## src/rtl/iopmp_req_gate.sv

```systemverilog
// Request-side gate in front of the IOPMP checker.
// Holds one master request, presents it to the checker for a single cycle,
// then forwards it downstream or returns an error response. The first denied
// request is kept in sticky syndrome registers and raises a level interrupt.
// Later denials only advance a saturating counter.
module iopmp_req_gate #(
    parameter int ADDR_W = 32,
    parameter int SRC_W  = 3,
    parameter int CNT_W  = 8
) (
    input  logic              clk,
    input  logic              rst_n,
    input  logic              m_req_valid,
    output logic              m_req_ready,
    input  logic [ADDR_W-1:0] m_req_addr,
    input  logic              m_req_write,
    input  logic [SRC_W-1:0]  m_req_src,
    output logic              chk_valid,
    output logic [ADDR_W-1:0] chk_addr,
    output logic              chk_write,
    output logic [SRC_W-1:0]  chk_src,
    input  logic              chk_deny,
    output logic              s_req_valid,
    input  logic              s_req_ready,
    output logic [ADDR_W-1:0] s_req_addr,
    output logic              s_req_write,
    output logic [SRC_W-1:0]  s_req_src,
    output logic              m_err_valid,
    input  logic              m_err_ready,
    output logic              viol_valid,
    output logic [ADDR_W-1:0] viol_addr,
    output logic [SRC_W-1:0]  viol_src,
    output logic              viol_write,
    output logic [CNT_W-1:0]  viol_cnt,
    output logic              irq,
    input  logic              irq_clr
);

    localparam logic [1:0] ST_IDLE  = 2'd0;
    localparam logic [1:0] ST_CHECK = 2'd1;
    localparam logic [1:0] ST_FWD   = 2'd2;
    localparam logic [1:0] ST_ERR   = 2'd3;

    localparam logic [CNT_W-1:0] CNT_ZERO = {CNT_W{1'b0}};
    localparam logic [CNT_W-1:0] CNT_ONE  = {{(CNT_W-1){1'b0}}, 1'b1};

    // Saturating increment: holds at all-ones instead of wrapping to zero.
    function automatic logic [CNT_W-1:0] sat_inc(input logic [CNT_W-1:0] v);
        if (&v) begin
            return v;
        end else begin
            return v + CNT_ONE;
        end
    endfunction

    logic [1:0]        state_r;
    logic [1:0]        state_s;
    logic [ADDR_W-1:0] hold_addr_r;
    logic              hold_write_r;
    logic [SRC_W-1:0]  hold_src_r;
    logic              m_req_ready_r;
    logic              chk_valid_r;
    logic              s_req_valid_r;
    logic              m_err_valid_r;
    logic              viol_valid_r;
    logic [ADDR_W-1:0] viol_addr_r;
    logic [SRC_W-1:0]  viol_src_r;
    logic              viol_write_r;
    logic [CNT_W-1:0]  viol_cnt_r;
    logic              irq_r;
    logic              viol_hit_s;

    // A violation is only ever taken from the single CHECK cycle.
    assign viol_hit_s = (state_r == ST_CHECK) && chk_deny;

    // Next-state decode of the one-outstanding-request FSM.
    always_comb begin
        state_s = state_r;
        case (state_r)
            ST_IDLE: begin
                if (m_req_valid) begin
                    state_s = ST_CHECK;
                end else begin
                    state_s = ST_IDLE;
                end
            end
            ST_CHECK: begin
                if (chk_deny) begin
                    state_s = ST_ERR;
                end else begin
                    state_s = ST_FWD;
                end
            end
            ST_FWD: begin
                if (s_req_ready) begin
                    state_s = ST_IDLE;
                end else begin
                    state_s = ST_FWD;
                end
            end
            ST_ERR: begin
                if (m_err_ready) begin
                    state_s = ST_IDLE;
                end else begin
                    state_s = ST_ERR;
                end
            end
            default: begin
                state_s = ST_IDLE;
            end
        endcase
    end

    // State register plus handshake outputs registered from the next state.
    always_ff @(posedge clk or negedge rst_n) begin
        if (!rst_n) begin
            state_r       <= ST_IDLE;
            m_req_ready_r <= 1'b1;
            chk_valid_r   <= 1'b0;
            s_req_valid_r <= 1'b0;
            m_err_valid_r <= 1'b0;
        end else begin
            state_r       <= state_s;
            m_req_ready_r <= (state_s == ST_IDLE);
            chk_valid_r   <= (state_s == ST_CHECK);
            s_req_valid_r <= (state_s == ST_FWD);
            m_err_valid_r <= (state_s == ST_ERR);
        end
    end

    // Holding register: loaded only when a request is accepted in IDLE.
    always_ff @(posedge clk or negedge rst_n) begin
        if (!rst_n) begin
            hold_addr_r  <= {ADDR_W{1'b0}};
            hold_write_r <= 1'b0;
            hold_src_r   <= {SRC_W{1'b0}};
        end else if ((state_r == ST_IDLE) && m_req_valid) begin
            hold_addr_r  <= m_req_addr;
            hold_write_r <= m_req_write;
            hold_src_r   <= m_req_src;
        end
    end

    // Syndrome capture: first violation sticks, a coincident clear loses to a new violation.
    always_ff @(posedge clk or negedge rst_n) begin
        if (!rst_n) begin
            viol_valid_r <= 1'b0;
            viol_addr_r  <= {ADDR_W{1'b0}};
            viol_src_r   <= {SRC_W{1'b0}};
            viol_write_r <= 1'b0;
            viol_cnt_r   <= CNT_ZERO;
            irq_r        <= 1'b0;
        end else if (viol_hit_s) begin
            if (!viol_valid_r || irq_clr) begin
                viol_addr_r  <= hold_addr_r;
                viol_src_r   <= hold_src_r;
                viol_write_r <= hold_write_r;
            end
            viol_valid_r <= 1'b1;
            irq_r        <= 1'b1;
            viol_cnt_r   <= irq_clr ? CNT_ONE : sat_inc(viol_cnt_r);
        end else if (irq_clr) begin
            viol_valid_r <= 1'b0;
            viol_addr_r  <= {ADDR_W{1'b0}};
            viol_src_r   <= {SRC_W{1'b0}};
            viol_write_r <= 1'b0;
            viol_cnt_r   <= CNT_ZERO;
            irq_r        <= 1'b0;
        end
    end

    assign m_req_ready = m_req_ready_r;
    assign chk_valid   = chk_valid_r;
    assign chk_addr    = hold_addr_r;
    assign chk_write   = hold_write_r;
    assign chk_src     = hold_src_r;
    assign s_req_valid = s_req_valid_r;
    assign s_req_addr  = hold_addr_r;
    assign s_req_write = hold_write_r;
    assign s_req_src   = hold_src_r;
    assign m_err_valid = m_err_valid_r;
    assign viol_valid  = viol_valid_r;
    assign viol_addr   = viol_addr_r;
    assign viol_src    = viol_src_r;
    assign viol_write  = viol_write_r;
    assign viol_cnt    = viol_cnt_r;
    assign irq         = irq_r;

endmodule
```

## config.mk

```make
export PLATFORM = sky130hd
export DESIGN_NAME = iopmp_req_gate
export DESIGN_NICKNAME = d
export VERILOG_FILES = /design/src/rtl/iopmp_req_gate.sv
export SDC_FILE = /design/constraint.sdc
export NUM_CORES = 1
export LEC_CHECK = 0
export ABC_CLOCK_PERIOD_IN_PS = 4800
export CAP_MARGIN = 25
export CORE_ASPECT_RATIO = 1.5
export CORE_MARGIN = 4
export CORE_UTILIZATION = 46
export CTS_BUF_LIST = sky130_fd_sc_hd__clkbuf_4
export CTS_CLUSTER_SIZE = 24
export DETAILED_ROUTE_END_ITERATION = 6
export HOLD_SLACK_MARGIN = 0.12
export PLACE_DENSITY_LB_ADDON = 0.2
export SLEW_MARGIN = 5
export SYNTH_ARGS = -nofsm -noshare
export SYNTH_HDL_FRONTEND = slang
export SYNTH_SLANG_ARGS = --single-unit
```

## constraint.sdc

```tcl
create_clock -name clk -period 4.8 [get_ports clk]
set_clock_uncertainty 0.1 [all_clocks]
set_input_delay 1.2 -clock clk [delete_from_list [all_inputs] [get_ports clk]]
set_output_delay 1.2 -clock clk [all_outputs]
set_load 0.02 [all_outputs]
```

==> results.ini, run 1 <==
[power_and_ir_drop]
irDropWorstVdd_mv = 0.433
p_per_area_mw_per_mm2 = 693
p_leak_nw = 2.21
power_w = 0.00361

[critical_path]
cp-end-kind = register
cp_cell_sequence = clkdlybuf4s50_1 > inv_1 > a21oi_4 > a22o_1
critPathBufInv = 2
arrival_ns = 3.11
slowest_delay_ns = 0.78
path_delay_family = compound AO/OA/AOI/OAI gates
worst_setup_path_start_kind = primary input
critPathSlowestCell = a21oi_4
path_class = primary input to register
worstPathMaxFanout = 36
crit_required_ns = 5.05

[clock_tree]
htreeDepth = 3
cts_sinks = 87
clock-root-buffer = clkbuf_4
path_clk_slew_ns = 0.12
cts_buffers = 9
ctsResizeCount = 0
hold_buffers = 0
insertion_delay_ns = 0.41
postCtsSetupBuffers = 0
clockBufferDepth = 2
tritoncts = done

[detailed_routing]
ant_nets = 0
drtIter0Drc = 158
drcViolationCount = 0
wl_per_cell_um = 16.9
num_vias = 2540
viasPerCell = 5.11
dr.pass1.iters = 4
routed_wl_mm = 8.38

[layout]
nets = 434
register_area_mm2 = 0.00218
area_growth_pct = 45.2
fillers = 618
final_common_cell = clkdlybuf4s50_1
layout-drive-gt1-share = 0.149
multi_input_area_mm2 = 0.00107
antenna_cells = 0
mostFrequentLayoutCells = clkdlybuf4s50_1 (163), dfrtp_1 (86), a22o_1 (36), mux2_2 (36), clkbuf_4 (10)

[synth]
yosys_warnings = 0
ys_ff_latch = 87
syn_avg_cell_area_um2 = 13.8
synth_area_mm2 = 0.00358
ys_seq_area_frac = 0.608
ys.flop_type = dfrtp_1
async_flop_share = 1.00
synth_nets = 304
synth.distinct_cells = 32
postSynthCellCount = 260
synth_edf_count = 0

[grt]
grt_usage = 0.187
grt_max_degree = 46
gr-total-overflow = 0
first_global_vias = 2701
grt_first_pass_wirelength_mm = 13.3
grt_antenna_before_repair = 0

[timing]
fin_setup_tns_ns = 0
setup_viol = 0
fmax_mhz = 350
rsz0062_at_grt = false
min_period_over_period = 0.596
fin_crit_ns = 2.86
hold_viol = 0
tightest_slew_ns = 0.957
final_max_slew_viol_count = 0
relSlewSlack = 0.360

[placed_design]
port-buffer-count = 164
place_congestion = 0.879
hpwl_mm = 6.09

[die]
die_w_um = 80.1
row_count = 39
die_h_um = 116
initial_utilization = 0.471
ios = 165
dieArea_mm2 = 0.00930
core_mm2 = 0.00761

[outcome]
status = finished clean

[job]
drv_cap = 0

[min_path]
hold_class = register to register

[layer usage]
layer	wire length, um	vias up	global-route usage
met4	104	0	0.0676
met5	0	-	0
met3	554	8	0.0586
li1	-	1162	-
met1	3120	1276	0.206
met2	4600	94	0.336
[cells by family (layout without fill, tap and decap cells)]
| logic type | after synthesis | count (layout) | share of synthesized area |
|---|---|---|---|
| AND/OR/NAND/NOR | 35 | 35 | 0.0531 |
| multiplexers | 38 | 38 | 0.119 |
| XOR/XNOR | 2 | 2 | 0.00489 |
| buffers and inverters | 49 | 184 | 0.0974 |
| AO/OA/AOI/OAI | 48 | 48 | 0.115 |
| adder cells (fa/ha/maj) | 1 | 1 | 0.00349 |
| flip-flops | 87 | 87 | 0.608 |
[cell usage after synthesis, types with 2 or more instances]
cell type,count,area share
nand2_1,6,0.0063
a21oi_1,2,0.0028
buf_4,42,0.088
or2_2,2,0.0035
mux2_2,36,0.11
a21o_1,2,0.0042
nor3b_1,3,0.0063
buf_2,6,0.0084
a22o_1,36,0.088
a211oi_1,2,0.0042
nand3_1,3,0.0042
mux2i_1,2,0.0056
nor2_1,9,0.0094
and4_1,2,0.0049
xnor2_1,2,0.0049
nor3_1,3,0.0042
dfrtp_1,86,0.60
nand4_1,2,0.0035
[path summary, 6_finish.rpt]
kind                               start             to  slack [ns]  cells past startpoint
max                              irq_clr   viol_addr[2]        1.94                      4
min                        viol_addr[24]  viol_addr[24]        0.42                      1
max reg2reg                   state_r[1]   viol_addr[2]        2.72                      3
min reg2reg                viol_addr[24]  viol_addr[24]        0.42                      1
max in group asynchronous          rst_n  viol_addr[24]        3.32                      2
min in group asynchronous          rst_n    viol_cnt[4]        0.66                      1
[flip-flops by register name, indices dropped and copies added (netlist names)]
name	count
chk_valid	1
viol_src	3
chk_src	3
s_req_valid	1
m_req_ready	1
m_err_valid	1
chk_addr	32
viol_addr	32
chk_write	1
viol_valid	1
viol_write	1
viol_cnt	8
state_r	2
[power by group]
part | internal (W) | switching, W
Clock | 0.000211 | 0.000227
Combinational | 0.000989 | 0.000915
Sequential | 0.00101 | 0.000253
[final cells by class]
| class | instances | area share |
|---|---|---|
| Multi-Input combinational cell | 124 | 0.205 |
| Timing Repair Buffer | 167 | 0.322 |
| Tap cell | 102 | 0.0245 |
| Clock inverter | 6 | 0.0144 |
| Clock buffer | 10 | 0.0144 |
| Sequential cell | 87 | 0.419 |
| Inverter | 1 | 0.000722 |
[through the flow]
| step | utilization | hold slack (ns) | instance area (um^2) | setup slack, ns | instances |
|---|---|---|---|---|---|
| after floorplan | - | 0.479 | 3580 | 2.45 | 260 |
| after global placement | 0.661 | 0.387 | 5030 | 1.54 | 480 |
| after detailed placement | 0.664 | 0.391 | 5050 | 1.48 | 481 |
| after CTS | 0.683 | 0.423 | 5200 | 1.90 | 497 |
| after global routing | 0.683 | 0.430 | 5200 | 1.77 | 497 |
| final | 0.683 | 0.417 | 5200 | 1.94 | 497 |
(Power assumes the default switching activity.)
==> run 2: changes to the inputs <==
--- a/config.mk
+++ b/config.mk
@@ -5,11 +5,11 @@
 export SDC_FILE = /design/constraint.sdc
 export NUM_CORES = 1
 export LEC_CHECK = 0
-export ABC_CLOCK_PERIOD_IN_PS = 4800
+export ABC_CLOCK_PERIOD_IN_PS = 2600
 export CAP_MARGIN = 25
 export CORE_ASPECT_RATIO = 1.5
 export CORE_MARGIN = 4
-export CORE_UTILIZATION = 46
+export CORE_UTILIZATION = 39
 export CTS_BUF_LIST = sky130_fd_sc_hd__clkbuf_4
 export CTS_CLUSTER_SIZE = 24
 export DETAILED_ROUTE_END_ITERATION = 6
==> constraint.sdc (replaced) <==
create_clock -name clk -period 2.6 [get_ports clk]
set_clock_uncertainty 0.1 [all_clocks]
set_input_delay 0.65 -clock clk [delete_from_list [all_inputs] [get_ports clk]]
set_output_delay 0.65 -clock clk [all_outputs]
set_load 0.02 [all_outputs]
==> results.ini, run 2 (synthesized netlist as in run 1, its figures left out) <==
[outcome]
status = finished clean  ; unchanged

[layout]
nets = 440  ; was 434
area_growth_pct = 45.3  ; was 45.2%
final_common_cell = clkdlybuf4s50_1  ; unchanged
mostFrequentLayoutCells = clkdlybuf4s50_1 (163), dfrtp_1 (86), a22o_1 (36), mux2_2 (36), clkbuf_4 (11)  ; was clkdlybuf4s50_1 (163), dfrtp_1 (86), a22o_1 (36), mux2_2 (36), clkbuf_4 (10)
final_area_mm2 = 0.00521  ; was 0.00520 mm^2
stdcell_count = 510  ; was 497
layout-drive-gt1-share = 0.160  ; was 0.149

[detailed_routing]
viasPerCell = 5.02  ; was 5.11
routed_wl_mm = 8.63  ; was 8.38 mm
ant_nets = 0  ; unchanged
drcViolationCount = 0  ; unchanged
num_vias = 2559  ; was 2540
dr.pass1.iters = 6  ; was 4
drtIter0Drc = 75  ; was 158
wl_per_cell_um = 16.9  ; about the same

[clock_tree]
cts_buffers = 9  ; unchanged
cts_sinks = 87  ; unchanged
insertion_delay_ns = 0.40  ; was 0.41 ns
htreeDepth = 3  ; unchanged
tritoncts = done  ; unchanged
ctsResizeCount = 0  ; unchanged
clock-root-buffer = clkbuf_4  ; unchanged
clockBufferDepth = 2  ; unchanged
path_clk_slew_ns = 0.13  ; was 0.12 ns

[critical_path]
worst_setup_path_start_kind = register  ; was primary input
crit_required_ns = 1.85  ; was 5.05 ns
rrSetupSlack_ns = 0.89  ; was 2.72 ns
cp-end-kind = primary output  ; was register
slowest_delay_ns = 0.64  ; was 0.78 ns
path_class = register to primary output  ; was primary input to register
arrival_ns = 1.53  ; was 3.11 ns
path_delay_family = buffers and inverters  ; was compound AO/OA/AOI/OAI gates
regToRegStartpoint = state_r[1]  ; unchanged
ff2ff_path_depth = 5  ; was 3
worstPathMaxFanout = 7  ; was 36
critPathSlowestCell = clkdlybuf4s50_1  ; was a21oi_4
critPathBufInv = 1  ; was 2
cp_cell_sequence = clkdlybuf4s50_1  ; was clkdlybuf4s50_1 > inv_1 > a21oi_4 > a22o_1
r2r-end = viol_addr[8]  ; was viol_addr[2]

[placed_design]
hpwl_mm = 6.36  ; was 6.09 mm
port-buffer-count = 164  ; unchanged
place_congestion = 0.792  ; was 0.879
placed_cell_area_mm2 = 0.00510  ; was 0.00505 mm^2
dp.cells = 494  ; was 481

[grt]
first_global_vias = 2679  ; was 2701
grt_max_degree = 45  ; was 46
globalRouteMet3Util = 0.0428  ; was 0.0586
grt_util_met2 = 0.290  ; was 0.336
gr-total-overflow = 0  ; unchanged
gr-usage-met1 = 0.186  ; was 0.206
grt_antenna_before_repair = 1  ; was 0
grt_usage = 0.163  ; was 0.187
grt_first_pass_wirelength_mm = 13.8  ; was 13.3 mm
busiest_layer = met2  ; unchanged

[timing]
fin_setup_tns_ns = 0  ; unchanged
fmax_mhz = 438
hold_ws_ns = 0.416  ; was 0.417 ns
rsz0062_at_grt = false  ; unchanged
min_period_over_period = 0.878
hold_viol = 0  ; unchanged
final_max_slew_viol_count = 0  ; unchanged
fin_crit_ns = 2.28
relSlewSlack = 0.613  ; was 0.360
tightest_slew_ns = 0.581  ; was 0.957 ns
setup_viol = 0  ; unchanged

[power_and_ir_drop]
p_per_area_mw_per_mm2 = 1240  ; was 693 mW/mm^2
power_w = 0.00647  ; was 0.00361 W
irDropWorstVdd_mv = 0.614  ; was 0.433 mV
p_leak_nw = 2.22  ; was 2.21 nW

[die]
die_w_um = 86.3  ; was 80.1 um
initial_utilization = 0.403  ; was 0.471
dieArea_mm2 = 0.0108  ; was 0.00930 mm^2
core_mm2 = 0.00888  ; was 0.00761 mm^2
die_h_um = 125  ; was 116 um
row_count = 42  ; was 39
ios = 165  ; unchanged

[min_path]
hold_class = register to register  ; unchanged
holdPathStages = 1  ; unchanged
hold_start = viol_addr[11]  ; was viol_addr[24]
hold_end = viol_addr[11]  ; was viol_addr[24]

[job]
drv_cap = 0  ; unchanged

[run 2: changes by cell type in the layout (fill, tap and decap cells not counted), sizes merged]
cell,change
bufinv,-2
clkbuf,+1
clkinv,-1
diode,+1
dlygate4sd3,+1
buf,+5
[run 2: what timing repair did]
item,CTS,global route
hold buffers,1,0
endpoints found under the setup margin,0,0
setup buffers,0,0
endpoints found under the hold margin,1,0
[run 2: worst max-delay path by stage]
stage                startpoint  slack [ns]            to  cells past startpoint
floorplan           m_req_valid        0.80  chk_addr[15]                      4
global placement       chk_deny        0.27  viol_addr[7]                      6
detailed placement     chk_deny        0.24    viol_write                      6
CTS                  viol_valid        0.26           irq                      1
global route         viol_valid        0.20    viol_valid                      1
finish              viol_cnt[7]        0.32   viol_cnt[7]                      1
[run 2: cell type report]
class,instances,area [um^2]
repair buffers,173,1720
clock inverters,3,12.5
diodes,1,2.50
clock buffers,11,82.6
fillers,737,3670
inverters,1,3.75
multi-input cells,124,1070
flip-flops and latches,87,2180
well taps,110,138
[run 2: power by group]
group	total, W	internal, W	switching (W)
clock network	0.000608	0.000202	0.000406
registers	0.00233	0.00187	0.000463
logic	0.00353	0.00184	0.00169
[run 2: per-stage QoR]
step / utilization / setup slack [ns]
floorplan: - / 0.802
global placement: 0.574 / 0.270
detailed placement: 0.574 / 0.238
CTS: 0.586 / 0.264
global route: 0.586 / 0.199
finish: 0.586 / 0.317
[run 2: layer usage]
| layer | up-vias | routed length, um |
|---|---|---|
| li1 | 1181 | - |
| met1 | 1279 | 3340 |
| met2 | 91 | 4650 |
| met3 | 8 | 515 |
| met4 | 0 | 112 |
| met5 | - | 0 |
